==> config.mk <==
export PLATFORM = sky130hd
export DESIGN_NAME = out_uart
export DESIGN_NICKNAME = d
export VERILOG_FILES = /design/src/rtl/out_uart.sv
export SDC_FILE = /design/constraint.sdc
export NUM_CORES = 1
export LEC_CHECK = 0
export CAP_MARGIN = 0
export CORE_ASPECT_RATIO = 1.25
export CORE_UTILIZATION = 50
export CTS_CLUSTER_DIAMETER = 80
export DETAILED_ROUTE_END_ITERATION = 16
export MAX_ROUTING_LAYER = met4
export PLACE_DENSITY = 0.75
export REMOVE_ABC_BUFFERS = 1
export SYNTH_ARGS = -nofsm -noshare
export SYNTH_HDL_FRONTEND = slang
export SYNTH_SLANG_ARGS = --single-unit
export TNS_END_PERCENT = 100
==> constraint.sdc <==
create_clock -name clk -period 3.7 [get_ports clk]
set_input_delay 0.74 -clock clk [delete_from_list [all_inputs] [get_ports clk]]
set_output_delay 0.74 -clock clk [all_outputs]
set_load 0.005 [all_outputs]
==> src/rtl/out_uart.sv <==
// MIX OUT unit: fetches a block of words from the CPU, unpacks six-bit
// characters, converts them to ASCII and sends them on an 8N1 UART line.
module out_uart #(
  parameter int CLKS_PER_BIT = 104,
  parameter int WORDS        = 14,
  parameter bit EOL          = 1'b1
) (
  input  logic        clk,
  input  logic        reset,
  input  logic        start,
  input  logic [11:0] addressin,
  input  logic [29:0] in,
  input  logic        load,
  output logic        request,
  output logic [11:0] addressout,
  output logic        stop,
  output logic        busy,
  output logic        tx
);

  localparam int CW = (CLKS_PER_BIT > 1) ? $clog2(CLKS_PER_BIT) : 1;
  localparam int WW = $clog2(WORDS + 1);

  localparam logic [CW-1:0] CNT_MAX  = CW'(CLKS_PER_BIT - 1);
  localparam logic [CW-1:0] CNT_ONE  = CW'(1);
  localparam logic [WW-1:0] WORD_MAX = WW'(WORDS);
  localparam logic [WW-1:0] WORD_ONE = WW'(1);

  // ASCII for MIX codes 40..55, code 40 in the low byte
  localparam logic [127:0] PUNCT = {
    8'h27, 8'h3A, 8'h3B, 8'h40, 8'h3E, 8'h3C, 8'h24, 8'h3D,
    8'h2F, 8'h2A, 8'h2D, 8'h2B, 8'h29, 8'h28, 8'h2C, 8'h2E
  };

  typedef enum logic [2:0] {
    S_IDLE,
    S_CHARS,
    S_CR,
    S_LF,
    S_DRAIN
  } state_t;

  function automatic logic [7:0] mix_ascii(input logic [5:0] c);
    logic [3:0] k;
    logic [7:0] a;
    k = 4'(c - 6'd40);
    a = 8'h3F;
    unique case (1'b1)
      c == 6'd0:                a = 8'h20;
      c >= 6'd1  && c <= 6'd9:  a = {2'b00, c} + 8'h40;
      c >= 6'd11 && c <= 6'd19: a = {2'b00, c} + 8'h3F;
      c >= 6'd22 && c <= 6'd29: a = {2'b00, c} + 8'h3D;
      c >= 6'd30 && c <= 6'd39: a = {2'b00, c} + 8'h12;
      c >= 6'd40 && c <= 6'd55: a = PUNCT[{k, 3'b000} +: 8];
      default:                  a = 8'h3F;
    endcase
    return a;
  endfunction

  state_t          state_q, state_d;
  logic            busy_q, busy_d;
  logic            request_q, request_d;
  logic            stop_q, stop_d;
  logic [11:0]     addr_q, addr_d;
  logic [11:0]     addr_next_q, addr_next_d;
  logic            pending_q, pending_d;
  logic [29:0]     word_q, word_d;
  logic            have_word_q, have_word_d;
  logic [2:0]      char_idx_q, char_idx_d;
  logic [WW-1:0]   word_cnt_q, word_cnt_d;
  logic            tx_q, tx_d;
  logic            tx_busy_q, tx_busy_d;
  logic [8:0]      shift_q, shift_d;
  logic [3:0]      bit_q, bit_d;
  logic [CW-1:0]   cnt_q, cnt_d;

  logic            frame_end;
  logic            tx_free;
  logic            ld;
  logic [7:0]      ld_byte;
  logic [5:0]      cur_char;

  always_comb begin
    cur_char = word_q[5:0];
    unique case (char_idx_q)
      3'd0:    cur_char = word_q[29:24];
      3'd1:    cur_char = word_q[23:18];
      3'd2:    cur_char = word_q[17:12];
      3'd3:    cur_char = word_q[11:6];
      default: cur_char = word_q[5:0];
    endcase
  end

  // tx_free lets a new frame follow the stop bit with no idle gap
  assign frame_end = tx_busy_q && (bit_q == 4'd9) && (cnt_q == CNT_MAX);
  assign tx_free   = !tx_busy_q || frame_end;

  always_comb begin
    state_d     = state_q;
    busy_d      = busy_q;
    request_d   = request_q;
    stop_d      = 1'b0;
    addr_d      = addr_q;
    addr_next_d = addr_next_q;
    pending_d   = pending_q;
    word_d      = word_q;
    have_word_d = have_word_q;
    char_idx_d  = char_idx_q;
    word_cnt_d  = word_cnt_q;
    ld          = 1'b0;
    ld_byte     = 8'h00;

    if (request_q && load) begin
      word_d      = in;
      have_word_d = 1'b1;
      char_idx_d  = 3'd0;
      request_d   = 1'b0;
      addr_d      = addr_q + 12'd1;
      word_cnt_d  = word_cnt_q + WORD_ONE;
    end

    if (start) begin
      if (!busy_q) begin
        busy_d      = 1'b1;
        addr_d      = addressin;
        stop_d      = 1'b1;
        request_d   = 1'b1;
        word_cnt_d  = '0;
        char_idx_d  = 3'd0;
        have_word_d = 1'b0;
        state_d     = S_CHARS;
      end else begin
        addr_next_d = addressin;
        pending_d   = 1'b1;
      end
    end

    unique case (state_q)
      S_IDLE: ;
      S_CHARS: begin
        if (have_word_q && tx_free) begin
          ld      = 1'b1;
          ld_byte = mix_ascii(cur_char);
          if (char_idx_q == 3'd4) begin
            have_word_d = 1'b0;
            if (word_cnt_q < WORD_MAX) request_d = 1'b1;
            else state_d = EOL ? S_CR : S_DRAIN;
          end else begin
            char_idx_d = char_idx_q + 3'd1;
          end
        end
      end
      S_CR: begin
        if (tx_free) begin
          ld      = 1'b1;
          ld_byte = 8'h0D;
          state_d = S_LF;
        end
      end
      S_LF: begin
        if (tx_free) begin
          ld      = 1'b1;
          ld_byte = 8'h0A;
          state_d = S_DRAIN;
        end
      end
      S_DRAIN: begin
        if (frame_end) begin
          if (pending_q || start) begin
            addr_d     = start ? addressin : addr_next_q;
            pending_d  = 1'b0;
            stop_d     = 1'b1;
            request_d  = 1'b1;
            word_cnt_d = '0;
            char_idx_d = 3'd0;
            state_d    = S_CHARS;
          end else begin
            busy_d  = 1'b0;
            state_d = S_IDLE;
          end
        end
      end
      default: state_d = S_IDLE;
    endcase
  end

  always_comb begin
    tx_d      = tx_q;
    tx_busy_d = tx_busy_q;
    shift_d   = shift_q;
    bit_d     = bit_q;
    cnt_d     = cnt_q;
    if (tx_busy_q) begin
      if (cnt_q == CNT_MAX) begin
        cnt_d = '0;
        if (bit_q == 4'd9) begin
          tx_busy_d = 1'b0;
          tx_d      = 1'b1;
        end else begin
          tx_d    = shift_q[0];
          shift_d = {1'b1, shift_q[8:1]};
          bit_d   = bit_q + 4'd1;
        end
      end else begin
        cnt_d = cnt_q + CNT_ONE;
      end
    end
    if (ld) begin
      tx_busy_d = 1'b1;
      tx_d      = 1'b0;
      shift_d   = {1'b1, ld_byte};
      bit_d     = 4'd0;
      cnt_d     = '0;
    end
  end

  always_ff @(posedge clk or posedge reset) begin
    if (reset) begin
      state_q     <= S_IDLE;
      busy_q      <= 1'b0;
      request_q   <= 1'b0;
      stop_q      <= 1'b0;
      addr_q      <= '0;
      addr_next_q <= '0;
      pending_q   <= 1'b0;
      word_q      <= '0;
      have_word_q <= 1'b0;
      char_idx_q  <= '0;
      word_cnt_q  <= '0;
      tx_q        <= 1'b1;
      tx_busy_q   <= 1'b0;
      shift_q     <= '1;
      bit_q       <= '0;
      cnt_q       <= '0;
    end else begin
      state_q     <= state_d;
      busy_q      <= busy_d;
      request_q   <= request_d;
      stop_q      <= stop_d;
      addr_q      <= addr_d;
      addr_next_q <= addr_next_d;
      pending_q   <= pending_d;
      word_q      <= word_d;
      have_word_q <= have_word_d;
      char_idx_q  <= char_idx_d;
      word_cnt_q  <= word_cnt_d;
      tx_q        <= tx_d;
      tx_busy_q   <= tx_busy_d;
      shift_q     <= shift_d;
      bit_q       <= bit_d;
      cnt_q       <= cnt_d;
    end
  end

  assign request    = request_q;
  assign addressout = addr_q;
  assign stop       = stop_q;
  assign busy       = busy_q;
  assign tx         = tx_q;

endmodule

==> results of run 1 <==
## synth_stat cells (3+ instances only)
master | n | area (sq um)
sky130_fd_sc_hd__and4_1 | 3 | 26.28
sky130_fd_sc_hd__o221ai_1 | 5 | 43.79
sky130_fd_sc_hd__o221a_1 | 3 | 33.78
sky130_fd_sc_hd__buf_1 | 4 | 15.01
sky130_fd_sc_hd__a21o_1 | 3 | 22.52
sky130_fd_sc_hd__nand3_1 | 24 | 120.1
sky130_fd_sc_hd__dfstp_2 | 9 | 236.5
sky130_fd_sc_hd__mux2_2 | 17 | 191.4
sky130_fd_sc_hd__and3_1 | 3 | 18.77
sky130_fd_sc_hd__o221a_2 | 9 | 101.4
sky130_fd_sc_hd__a21oi_1 | 39 | 195.2
sky130_fd_sc_hd__o22ai_1 | 4 | 25.02
sky130_fd_sc_hd__nor2b_1 | 4 | 25.02
sky130_fd_sc_hd__nor2_1 | 48 | 180.2
sky130_fd_sc_hd__nand3b_1 | 3 | 22.52
sky130_fd_sc_hd__o21ai_0 | 16 | 80.08
sky130_fd_sc_hd__clkbuf_1 | 16 | 60.06
sky130_fd_sc_hd__nand4_1 | 6 | 37.54
sky130_fd_sc_hd__inv_1 | 22 | 82.58
sky130_fd_sc_hd__xor2_1 | 11 | 96.34
sky130_fd_sc_hd__nor4_1 | 3 | 18.77
sky130_fd_sc_hd__buf_2 | 8 | 40.04
sky130_fd_sc_hd__nand2_1 | 115 | 431.7
sky130_fd_sc_hd__buf_6 | 3 | 33.78
sky130_fd_sc_hd__a22oi_1 | 8 | 60.06
sky130_fd_sc_hd__nor3_1 | 11 | 55.05
sky130_fd_sc_hd__dfrtp_1 | 81 | 2027
sky130_fd_sc_hd__a211oi_1 | 6 | 45.04
sky130_fd_sc_hd__mux2i_1 | 7 | 70.07
sky130_fd_sc_hd__and2_1 | 3 | 18.77
sky130_fd_sc_hd__xnor2_1 | 10 | 87.58
sky130_fd_sc_hd__nand2b_1 | 5 | 31.28
sky130_fd_sc_hd__ha_1 | 18 | 225.2
## cell usage in the layout (no fill, tap or decap), types with 9 or more instances in the layout
master / synthesis / final
sky130_fd_sc_hd__xor2_1: 11 / 11
sky130_fd_sc_hd__dfstp_2: 9 / 9
sky130_fd_sc_hd__nand2_1: 115 / 115
sky130_fd_sc_hd__o21ai_0: 16 / 16
sky130_fd_sc_hd__nand3_1: 24 / 24
sky130_fd_sc_hd__dfrtp_1: 81 / 81
sky130_fd_sc_hd__nor3_1: 11 / 11
sky130_fd_sc_hd__mux2_2: 17 / 17
sky130_fd_sc_hd__clkbuf_16: 0 / 9
sky130_fd_sc_hd__a21oi_1: 39 / 39
sky130_fd_sc_hd__o221a_2: 9 / 9
sky130_fd_sc_hd__nor2_1: 48 / 48
sky130_fd_sc_hd__ha_1: 18 / 16
sky130_fd_sc_hd__clkdlybuf4s50_1: 0 / 61
sky130_fd_sc_hd__buf_4: 0 / 22
sky130_fd_sc_hd__inv_1: 22 / 21
sky130_fd_sc_hd__xnor2_1: 10 / 10
## layer usage
| metal | track usage | vias to the layer above | part of all wire |
|---|---|---|---|
| met5 | - | - | 0 |
| met4 | 0.08615 | 0 | 0.018 |
| met3 | 0.03488 | 25 | 0.029 |
| met2 | 0.4195 | 114 | 0.50 |
| met1 | 0.3208 | 2209 | 0.45 |
| li1 | - | 2169 | - |
## layout make-up
cell class              instances  share of cell area
flip-flops and latches         90              0.3531
clock buffers                  10             0.03728
repair buffers                 84              0.1241
inverters                      22             0.01308
clock inverters                 6             0.01113
multi-input cells             434              0.4361
well taps                     129             0.02518
## registers in the layout, summed over array words and instances, names as in the netlist, 4 cells and up
| signal | cells |
|---|---|
| addr_next_q | 12 |
| addressout | 12 |
| bit_q | 4 |
| cnt_q | 7 |
| shift_q | 8 |
| word_cnt_q | 4 |
| word_q | 30 |
## power by group
part	switching, mW	internal [mW]
registers	0.122	1.15
clock network	0.400	0.550
logic	1.10	0.870
## critical path, cell delays in order, from the launching register on
cell,delay (ns)
sky130_fd_sc_hd__dfrtp_1,0.42
sky130_fd_sc_hd__ha_1,0.22
sky130_fd_sc_hd__ha_1,0.27
sky130_fd_sc_hd__o21bai_2,0.25
sky130_fd_sc_hd__mux2_2,0.27
sky130_fd_sc_hd__inv_1,0.07
sky130_fd_sc_hd__ha_1,0.24
sky130_fd_sc_hd__nor2_1,0.15
sky130_fd_sc_hd__a21oi_1,0.10
sky130_fd_sc_hd__o21bai_2,0.23
sky130_fd_sc_hd__inv_1,0.10
sky130_fd_sc_hd__fa_1,0.46
sky130_fd_sc_hd__nand2_1,0.08
sky130_fd_sc_hd__a21oi_1,0.06
sky130_fd_sc_hd__a311oi_1,0.26
sky130_fd_sc_hd__a211oi_1,0.09
sky130_fd_sc_hd__o22ai_1,0.16
## worst max path at each step
stage                        from  cells past startpoint  slack, ns    endpoint
finish              char_idx_q[0]                     16       0.20  shift_q[4]
detailed placement  char_idx_q[0]                     16       0.20  shift_q[4]
CTS                 char_idx_q[0]                     16       0.18  shift_q[4]
floorplan           char_idx_q[0]                     17      -0.64  shift_q[4]
global placement    char_idx_q[0]                     16       0.35  shift_q[4]
global route        char_idx_q[0]                     16      0.001  shift_q[4]
## kinds of logic after synthesis
family          share of synthesized area
compound gates                     0.1694
xor+xnor                          0.03483
fa+ha+maj                         0.04645
buf+inv                           0.04384
flops                              0.4287
mux                               0.06635
simple gates                       0.2104
## metrics by stage
stage / utilization / instances / setup slack [ns]
finish: 0.6311 / 775 / 0.1952
global route: 0.6311 / 775 / 0.001487
CTS: 0.6290 / 773 / 0.1835
detailed placement: 0.5984 / 757 / 0.2045
global placement: 0.5984 / 757 / 0.3458
floorplan: - / 546 / -0.6388
## repair_timing
action	CTS	global route
buffers inserted	0	2
gates resized for setup	0	3
endpoints found under the setup margin	0	6
==> impl_summary.txt, run 1 <==
----------------------------------------------------
[Pwr]
  Tot Pwr ... roughly 4.2 mW
  Maximum vdd drop ... 0.3485 mV
  Power density relative to cell area ... approximately 650 nW/um^2
  Leakage component of the power ... around 2.9 nW

[Setup path]
  Worst reg2reg path depth ... 16
  Category of the worst setup path capture point ... register
  Arrival time of the worst setup path ... between 3 and 4 ns
  Crit start category ... register
  Endpoint of the most critical register-to-register path ... shift_q[4]
  Required time of the critical path ... just under 4 ns
  Slack of the worst reg-to-reg path ... around 0.20 ns
  CP max FO ... 7
  Setup Crit Path Kind ... register to register
  RR Startpoint ... char_idx_q[0]

[Finish]
  Antenna cells ... 0
  Post-route cell area ... ~6400 sq um
  Footprint of the flip-flops and latches ... ~2300 sq um
  Area occupied by multi-input gates ... about 2800 sq um
  Layout fillers ... 850
  Final #Nets ... 706
  Share of cells above drive strength 1 ... 0.1486
  Synth-to-layout area growth ... 21.40%

[Logic synthesis]
  Main flop type after synthesis ... sky130_fd_sc_hd__dfrtp_1
  Total of flip-flops plus latches after synthesis ... 90
  Mapped Area ... roughly 5300 sq um
  Count of flip-flops with a built-in enable after synthesis ... 0
  Post-synth cell types ... 70
  Async set or reset register ratio after synthesis ... 1.000
  Post-synthesis sequential area ratio ... 0.4287
  Count of warnings emitted by yosys ... 0
  Average size of a mapped cell ... between 9 and 10 sq um
  Number of instances in the synthesized netlist ... 577

[Floorplanning]
  Initial core utilization ... 0.5198
  Placeable core region ... just over 10,000 sq um
  Die Ht ... approximately 120 microns
  Die area ... roughly 11,000 sq um
  Standard-cell rows ... a little over 40
  IO Pins ... 62
  Die X-Extent ... roughly 94 microns

[Routing]
  Total Routed Length ... approximately 13 mm
  DRC ... 0
  Post-detailed-route wirelength per cell ... about 16 microns
  Average vias per placed instance ... 5.828
  Violation count after the first detailed-routing iteration ... about 250
  Number of antenna-violating nets in the routed design ... 0
  Overall via count from detail_route ... between 4k and 5k
  Number of search-and-repair iterations in the first detailed-routing pass ... 5

[Min path]
  Worst hold path endpoint ... word_q[6]
  Worst Hold Path Cells ... 2
  Type of the tightest min-delay check ... register to register
  Launch instance of the worst min-delay path ... word_q[6]

[STA]
  Transition at the pin with the smallest max-transition slack ... between 1 and 1.5 ns
  Post-layout minimum cycle time ... between 3 and 4 ns
  Top achievable clock speed ... 285.3 MHz
  Hold WS ... 0.4770 ns
  Slew headroom ... 0.3012
  Worst-case clock skew ... between 0.01 and 0.015 ns
  Share of the clock period used by the worst path ... 0.9473
  Final number of setup-violating endpoints ... 0
  Final slew viol count ... 0
  Setup repair after global routing missed its margin ... false
  Hold violation total from the final report ... 0
  Setup total negative slack ... 0 ns

[GRT]
  Grt ovf ... 0
  Largest net degree at the start of global routing ... around 60
  Combined global-route utilization of all metal layers ... 0.2537
  Global-route wire length before repair ... about 21 mm
  Number of global-route vias before repair ... 4,405
  Initial antenna violation count ... 0

[Placed design]
  Total placed instance area ... 6078 sq um
  Placed wire-length estimate after detailed placement ... 8.931 mm
  IO buf count ... 61
  Global placer's final weighted congestion ... 0.9017

[Clocking]
  Clk slew on worst S/H paths ... ~0.06 ns
  CTS root buffer ... sky130_fd_sc_hd__clkbuf_16
  CTS tree ... done
  Maximum buffer depth of the clock tree ... 2
  Clk_lat worst skew ... 0.35 ns
  Number of buffers added by the clock tree synthesis step ... 9
  Number of clock sinks ... 90
  Count of H-tree levels built during CTS ... 3
  Count of hold buffers inserted by post-cts repair ... 0

[Run]
  Max-cap violations ... 0

[Outcome]
  Run status ... finished, final reports clean

----------------------------------------------------
Power figures use the tool's default switching activity.
==> run 2, diff against run 1 <==
CTS_BUF_LIST = sky130_fd_sc_hd__clkbuf_4   (was not set)
==> impl_summary.txt, run 2 (synthesized netlist as in run 1, its figures left out) <==
----------------------------------------------------
[GRT]
  Grt ovf ... 0
  Combined global-route utilization of all metal layers ... 0.2518
  Number of global-route vias before repair ... 4,363
  Initial antenna violation count ... 0
  Largest net degree at the start of global routing ... 61
  Global-route wire length before repair ... around 21 mm

[Clocking]
  CTS root buffer ... sky130_fd_sc_hd__clkbuf_4
  Number of clock sinks ... 90
  Number of buffers added by the clock tree synthesis step ... 9
  Maximum buffer depth of the clock tree ... 2
  Clk slew on worst S/H paths ... about 0.14 ns
  CTS tree ... done
  Clk_lat worst skew ... between 0.4 and 0.5 ns
  Count of H-tree levels built during CTS ... 3

[Placed design]
  IO buf count ... 61
  Global placer's final weighted congestion ... about 0.9
  Total placed instance area ... 6078 sq um
  Placed wire-length estimate after detailed placement ... between 8 and 9 mm

[Routing]
  Post-detailed-route wirelength per cell ... about 16 microns
  Number of search-and-repair iterations in the first detailed-routing pass ... 5
  DRC ... 0
  Overall via count from detail_route ... ~4.5k
  Total Routed Length ... approximately 13 mm
  Violation count after the first detailed-routing iteration ... around 260
  Average vias per placed instance ... 5.790
  Number of antenna-violating nets in the routed design ... 0

[STA]
  Share of the clock period used by the worst path ... 0.9274
  Post-layout minimum cycle time ... approximately 3.4 ns
  Worst-case clock skew ... around 0.023 ns
  Hold violation total from the final report ... 0
  Final number of setup-violating endpoints ... 0
  Transition at the pin with the smallest max-transition slack ... 1.054 ns
  Slew headroom ... 0.2963
  Top achievable clock speed ... ~300 MHz
  Final slew viol count ... 0

[Setup path]
  CP Cell Sequence ... ha_1 -> ha_2 -> o21bai_2 -> mux2_2 -> inv_1 -> ha_1 -> nor2_1 -> a21oi_1 -> o21bai_2 -> inv_1 -> fa_1 -> nand2_1 -> a21oi_1 -> a311oi_1 -> a211oi_1 -> o22ai_1
  Category of the worst setup path capture point ... register
  Crit start category ... register
  CP max FO ... 7
  Library cell contributing the largest single delay on the critical path ... sky130_fd_sc_hd__fa_1
  Slack of the worst reg-to-reg path ... between 0.2 and 0.3 ns
  Cell type group with the largest total delay on the critical path ... adder cells
  Longest individual stage delay on the worst path ... around 0.46 ns
  Required time of the critical path ... between 4 and 5 ns
  Arrival time of the worst setup path ... between 3 and 4 ns
  Buffers & Inverters on Critical Path ... 2
  Setup Crit Path Kind ... register to register

[Finish]
  Share of the core filled with cells in the final layout ... 0.6148
  Flip-flop count of the largest register, all copies and words added ... 30
  Most frequent cells in the layout ... sky130_fd_sc_hd__nand2_1, sky130_fd_sc_hd__dfrtp_1, sky130_fd_sc_hd__clkdlybuf4s50_1
  Share of cells above drive strength 1 ... 0.1486
  Synth-to-layout area growth ... 18.27%
  Final #Nets ... 706
  Layout fillers ... 880
  Most common cell after layout, fill and taps aside ... sky130_fd_sc_hd__nand2_1
  Antenna cells ... 0
  Most flops, register ... word_q
  Post-route cell area ... between 6000 and 7000 sq um

[Pwr]
  Maximum vdd drop ... around 0.33 mV
  Leakage component of the power ... 2.829 nW
  Power density relative to cell area ... roughly 610 nW/um^2

[Outcome]
  Run status ... finished, final reports clean

[Floorplanning]
  Die area ... roughly 11,000 sq um
  Initial core utilization ... 0.5198
  Placeable core region ... about 10,000 sq um
  IO Pins ... between 60 and 70
  Standard-cell rows ... slightly above 40
  Die X-Extent ... 93.92 microns
  Die Ht ... about 120 microns

[Run]
  Max-cap violations ... 0

[Min path]
  Type of the tightest min-delay check ... register to register

----------------------------------------------------
-- run 2: changes by cell type in the layout (fill, tap and decap cells not counted), sizes merged --
cell / delta
clkbuf: -1
clkinv: +1
-- run 2: through the flow --
step	power, mW	setup TNS, ns	hold slack [ns]	worst slack, ns	std cells
6_report	3.809	0	0.4942	0.2685	775
2_1_floorplan	2.604	-2.580	0.4417	-0.6388	546
3_3_place_gp	3.147	0	0.4678	0.3458	757
5_1_grt	4.071	-0.002288	0.5089	-0.002288	775
3_5_place_dp	3.198	0	0.4632	0.2045	757
4_1_cts	3.775	0	0.4972	0.1720	773
-- run 2: power breakdown --
group	switching, mW	internal, mW
registers	0.121	1.15
logic	1.10	0.872
clock network	0.360	0.212
-- run 2: path summary, 6_finish.rpt --
path / startpoint / end / depth (start not counted)
worst min-delay path: word_q[6] / word_q[6] / 2
min in group asynchronous: reset / addr_next_q[7] / 2
max in group asynchronous: reset / word_q[2] / 3
worst min register to register: word_q[6] / word_q[6] / 2
worst max register to register: char_idx_q[0] / shift_q[4] / 16
worst max-delay path: char_idx_q[0] / shift_q[4] / 16
-- run 2: cell type report --
class                   count  area, sq um  share of cell area
multi-input cells         434         2798              0.4480
flip-flops and latches     90         2263              0.3625
repair buffers             84        795.8              0.1274
well taps                 129        161.4             0.02585
inverters                  22        83.83             0.01342
clock inverters             7        75.07             0.01202
clock buffers               9        67.56             0.01082
-- run 2: what timing repair did --
item                                    in CTS  in global routing
hold buffers                                 0                  0
endpoints found under the setup margin       0                  6
buffers inserted                             0                  2
resized for setup                            0                  4
hold endpoints to repair                     0                  0
-- run 2: worst register-to-register path: cells and delay by family (launching register included) --
family                     cells  cell delay, ns
buffers and inverters          2            0.17
AOI/OAI and AO/OA              7            1.12
DFF                            1            0.44
adders and majority gates      4            1.14
muxes                          1            0.27
and+or+nand+nor                2            0.22
-- run 2: metal layers --
| metal | part of all wire | wire [microns] | vias to the layer above | track usage |
|---|---|---|---|---|
| li1 | - | - | 2166 | - |
| met1 | 0.45 | 5613 | 2150 | 0.3185 |
| met2 | 0.49 | 6213 | 144 | 0.4141 |
| met3 | 0.041 | 517 | 27 | 0.04393 |
| met4 | 0.019 | 234 | 0 | 0.07590 |
| met5 | 0 | 0 | - | - |
==> variant 1: new RTL, flow settings as in run 1 <==
Register the inputs `start`, `addressin`, `in` and `load` before use, with the module's reset. The logic sees them one clock later.
--- a/src/rtl/out_uart.sv
+++ b/src/rtl/out_uart.sv
@@ -42,2 +42,21 @@
 
+  logic start_q;
+  logic [11:0] addressin_q;
+  logic [29:0] in_q;
+  logic load_q;
+
+  always_ff @(posedge clk or posedge reset) begin
+    if (reset) begin
+      start_q     <= '0;
+      addressin_q <= '0;
+      in_q        <= '0;
+      load_q      <= '0;
+    end else begin
+      start_q     <= start;
+      addressin_q <= addressin;
+      in_q        <= in;
+      load_q      <= load;
+    end
+  end
+
   function automatic logic [7:0] mix_ascii(input logic [5:0] c);
@@ -112,4 +131,4 @@
 
-    if (request_q && load) begin
-      word_d      = in;
+    if (request_q && load_q) begin
+      word_d      = in_q;
       have_word_d = 1'b1;
@@ -121,6 +140,6 @@
 
-    if (start) begin
+    if (start_q) begin
       if (!busy_q) begin
         busy_d      = 1'b1;
-        addr_d      = addressin;
+        addr_d      = addressin_q;
         stop_d      = 1'b1;
@@ -132,3 +151,3 @@
       end else begin
-        addr_next_d = addressin;
+        addr_next_d = addressin_q;
         pending_d   = 1'b1;
@@ -168,4 +187,4 @@
         if (frame_end) begin
-          if (pending_q || start) begin
-            addr_d     = start ? addressin : addr_next_q;
+          if (pending_q || start_q) begin
+            addr_d     = start_q ? addressin_q : addr_next_q;
             pending_d  = 1'b0;
Formal check against the unedited RTL: not equivalent (a bounded check fails within 4 cycles, from zero or initial values and one cycle with reset high).
==> variant 1 against run 1 <==
- largest power group unchanged
- fmax is 1.3% higher
- area after synthesis grew 23%
- sequential power up 61%
- cell area is 23% higher
- total power rose by 60%
- worst hold slack worse by 44 ps
- setup slack improved by 46 ps
- sequential cell count grew 44
- core utilization down 1.1 points
- critical path type unchanged
- final cell count is 12% higher
- sequential share of layout area is 7.5 points higher
- wire length grew 11%
- first-iteration DRC count rose by 20%
==> variant 1: results (changes against run 1) <==
- The placed instance count is 835 (+10%).
- Sorting the synthesized cells by area gives the leading types as sky130_fd_sc_hd__dfrtp_1 48%, sky130_fd_sc_hd__nand2_1 7.5%, sky130_fd_sc_hd__dfstp_2 3.6%.
- The cell internal power dissipation is 4.12 mW (+61%).
- The transition time at the pin with the least slew margin is 981 ps (-65.4 ps).
- The endpoint with the worst hold slack is word_q[17]$_DFFE_PP0P_.
- The average routed wire per standard cell is 16.1 um (-1.2%).
- The clock latency reported for the late side of the worst-skew pair is 420 ps (+70 ps).
- The register-to-register setup slack is 240 ps (+50 ps).
- The standby leakage power was 3.50 nW (+20%).
- The wire length of the first global-routing pass is 23.5 mm (+11%).
- The synthesized netlist cell count is 623 (+8.0%).
- The instance area after placement was 0.00723 mm2 (+19%).
- The largest voltage drop on the vdd net is 481 uV (+38%).
- The power of the clock network is 1.65 mW (+74%).
- The CTS buffer count was 17 (+8).
- The run finished with clean final reports.
- The H-tree depth is 4 (+1).
- The iteration-0 DRC count of the detailed router is 306 (+20%).
- The fraction of final layout cells sized beyond drive strength 1 is 0.162 (+0.0138).
- The number of iterations in the first detailed-routing pass is 4 (-1).
- The worst path arrival time was 3800 ps (+40 ps).
- The worst-case setup slack after placement was 64.5 ps (-140 ps).
- The routability-driven placement congestion ratio is 0.894 (-0.89%).
- The part of the total power dissipated in combinational logic is 0.447 (-0.023).
- The number of nets in the layout is 754 (+6.8%).
- The largest net degree at the start of global routing is 81 (+33%).
- The count of filler cells inserted in the layout came to 1,035 (+22%).
- The distinct cell type count after synthesis is 84 (+20%).
variant 1: how the worst max path moves through the flow:
stage	endpoint	slack, ps
3_5_place_dp	shift_q[3]$_DFFE_PP1P_	60
6_report	shift_q[4]$_DFFE_PP1P_	240
5_1_grt	shift_q[4]$_DFFE_PP1P_	10
4_1_cts	shift_q[3]$_DFFE_PP1P_	20
2_1_floorplan	addr_next_q[0]$_DFFE_PP0P_	-610
3_3_place_gp	shift_q[3]$_DFFE_PP1P_	160
variant 1: worst max-delay path: stages, from the launching register on:
cell and delay, ps:
sky130_fd_sc_hd__dfrtp_1 420, sky130_fd_sc_hd__ha_1 240, sky130_fd_sc_hd__ha_2 230, sky130_fd_sc_hd__a22o_2 260, sky130_fd_sc_hd__o31ai_2 240, sky130_fd_sc_hd__inv_1 90, sky130_fd_sc_hd__ha_1 250, sky130_fd_sc_hd__nor2_2 160
sky130_fd_sc_hd__a21oi_2 90, sky130_fd_sc_hd__o21ai_4 180, sky130_fd_sc_hd__buf_4 170, sky130_fd_sc_hd__inv_1 50, sky130_fd_sc_hd__fa_1 410, sky130_fd_sc_hd__nand2_1 100, sky130_fd_sc_hd__xnor2_1 110, sky130_fd_sc_hd__o211ai_1 100
sky130_fd_sc_hd__a221o_1 300
variant 1: logic make-up (layout without fill, tap and decap cells):
family | count (synthesis) | in the layout | share of synthesized area
fa+ha+maj | 19 | 19 | 0.0378
flops | 134 | 134 | 0.519
xor+xnor | 24 | 24 | 0.0324
buf+inv | 44 | 123 | 0.0389
simple gates | 247 | 247 | 0.178
mux | 20 | 20 | 0.0334
compound gates | 135 | 135 | 0.161
variant 1: through the flow:
step | total power, mW | util | hold slack, ps | TNS, ps
2_1_floorplan | 4.13 | - | 414 | -76700
3_3_place_gp | 4.91 | 0.571 | 421 | 0
3_5_place_dp | 4.93 | 0.571 | 423 | 0
4_1_cts | 6.61 | 0.617 | 435 | 0
5_1_grt | 7.13 | 0.620 | 447 | 0
6_report | 6.70 | 0.620 | 433 | 0
variant 1: repair_timing:
action,4_1_cts,5_1_grt
buffers inserted,0,3
endpoints found under the setup margin,0,2
resized for setup,0,5
variant 1: cell type report:
class	count	area, um2	share of cell area
Inverter	14	55.1	0.00701
Sequential cell	134	3360	0.428
Tap cell	168	210	0.0268
Multi-Input combinational cell	445	2890	0.368
Clock inverter	14	149	0.0190
Timing Repair Buffer	77	743	0.0946
Clock buffer	18	439	0.0559
variant 1: per-layer routing:
| metal | part of all wire | vias up | global-route usage |
|---|---|---|---|
| met5 | 0 | - | - |
| met4 | 0.020 | 0 | 0.0950 |
| met3 | 0.035 | 28 | 0.0448 |
| met2 | 0.51 | 133 | 0.375 |
| met1 | 0.44 | 2413 | 0.275 |
| li1 | - | 2329 | - |
==> variant 2: new RTL, config.mk and constraints of run 1 <==
Made on the original files. `EOL`: 1'b1 -> 1'b0.
--- a/src/rtl/out_uart.sv
+++ b/src/rtl/out_uart.sv
@@ -5,3 +5,3 @@
   parameter int WORDS        = 14,
-  parameter bit EOL          = 1'b1
+  parameter bit EOL          = 1'b0
 ) (
Check against the original RTL: same outputs for any inputs over 10 cycles, from zero or initial values and one cycle with reset high; that may be too few to reach the edited logic, so the function may still have changed.
==> variant 2 against run 1 <==
- final cell count grew 1.5%
- wire length shrank 4.3%
- critical path depth shrank 2
- clock skew shrank 3.0 ps
- count of clock-buffer cells in the layout grew 1
- sequential cell count is the same
- area after synthesis shrank 2.1%
- cell area shrank 0.90%
- setup slack gained 56 ps
Power is not compared: it rests on default switching activity, and its combinational part moved more than twofold at a synthesized area within 25%.
==> variant 2: results (changes against run 1) <==
- The routed length on met1 is 5.35 mm (-6.7%).
- The area share of xor/xnor cells in the synthesized design is 0.0373 (+0.00245).
- The routed wire length on met3 is 447 um (+21%).
- The clock-cell share of area is 0.0453 (-0.00311).
- The maximum fanout along the worst path came to 10 (+3).
- The combined area of the multi-input logic cells is 0.00274 mm2 (-2.0%).
- By count the netlist is led by 139 x sky130_fd_sc_hd__nand2_1, 81 x sky130_fd_sc_hd__dfrtp_1, 37 x sky130_fd_sc_hd__nor2_1.
- The met2 track demand over resource in global routing is 0.396 (-0.0239).
- The clock buffer count in the final layout is 11 (+1).
- The overall via count from detail_route is 4,554 (+0.82%).
- The worst-case setup slack after placement was -25.4 ps (-230 ps).
- The number of non-clock buffers came to 92 (+9.5%).
- The wire length of the first global-routing pass came to 20.3 mm (-4.4%).
- The run finished with clean final reports.
- The largest net degree at the start of global routing is 37 (-39%).
- The worst clock skew is 7.19 ps (-3.04 ps).
- The number of global-route vias before repair is 4,391 (-0.32%).
- The data-path buffer share of cell area in the final layout is 0.133 (+0.00861).
- The portion of the clock cycle consumed by the worst path in the final layout came to 0.932 (-0.0152).
- The share of synthesized area occupied by flip-flops and latches is 0.438 (+0.00934).
- The share of the final layout cell area in multi-input gates is 0.431 (-0.00491).
- Sorting the synthesized cells by area gives the leading types as sky130_fd_sc_hd__dfrtp_1 39%, sky130_fd_sc_hd__nand2_1 10%, sky130_fd_sc_hd__dfstp_2 4.6%.
- The number of multi-input logic gates is 445 (+2.5%).
- The transition time at the pin with the least slew margin is 928 ps (-119 ps).
- The number of cells in the finished layout apart from fillers came to 787 (+1.5%).
- Among all stages on the critical path, the largest delay is contributed by sky130_fd_sc_hd__dfrtp_1.
- The total power is 2.48 mW.
- The iteration-0 DRC count of the detailed router was 237 (-6.7%).
- The placed instance count is 764 (+0.92%).
- The adder-cell share of the synthesized area is 0.0475 (+0.00101).
- The post-route worst hold slack is 481 ps (+3.98 ps).
- The global routing usage on met1 came to 0.314 (-0.00662).
- The worst path arrival time came to 3710 ps (-50 ps).
- The number of cell instances on the worst register-to-register path is 14 (-2).
## variant 2: cell types whose count changed in the layout (fill, tap and decap cells not counted), moves of 7 or more
cell,delta
sky130_fd_sc_hd__inv_1,-8
sky130_fd_sc_hd__nand2_1,+24
sky130_fd_sc_hd__buf_4,+9
sky130_fd_sc_hd__o21ai_0,+19
sky130_fd_sc_hd__a22oi_1,-7
sky130_fd_sc_hd__o221a_2,-9
sky130_fd_sc_hd__a21oi_1,-25
sky130_fd_sc_hd__a31oi_1,+13
sky130_fd_sc_hd__nor2_1,-11
sky130_fd_sc_hd__o22ai_1,+13
sky130_fd_sc_hd__nand3_1,-8
## variant 2: cells by family after synthesis
family / Yosys count
multiplexers: 27
buffers and inverters: 43
adder cells (fa/ha/maj): 19
AND/OR/NAND/NOR: 240
XOR/XNOR: 22
AO/OA/AOI/OAI: 137
flip-flops: 90
## variant 2: what timing repair did
item                                    4_1_cts  5_1_grt
endpoints found under the setup margin        1        5
buffers inserted                              1        6
gates resized for setup                       1        4
pin swaps                                     0        6
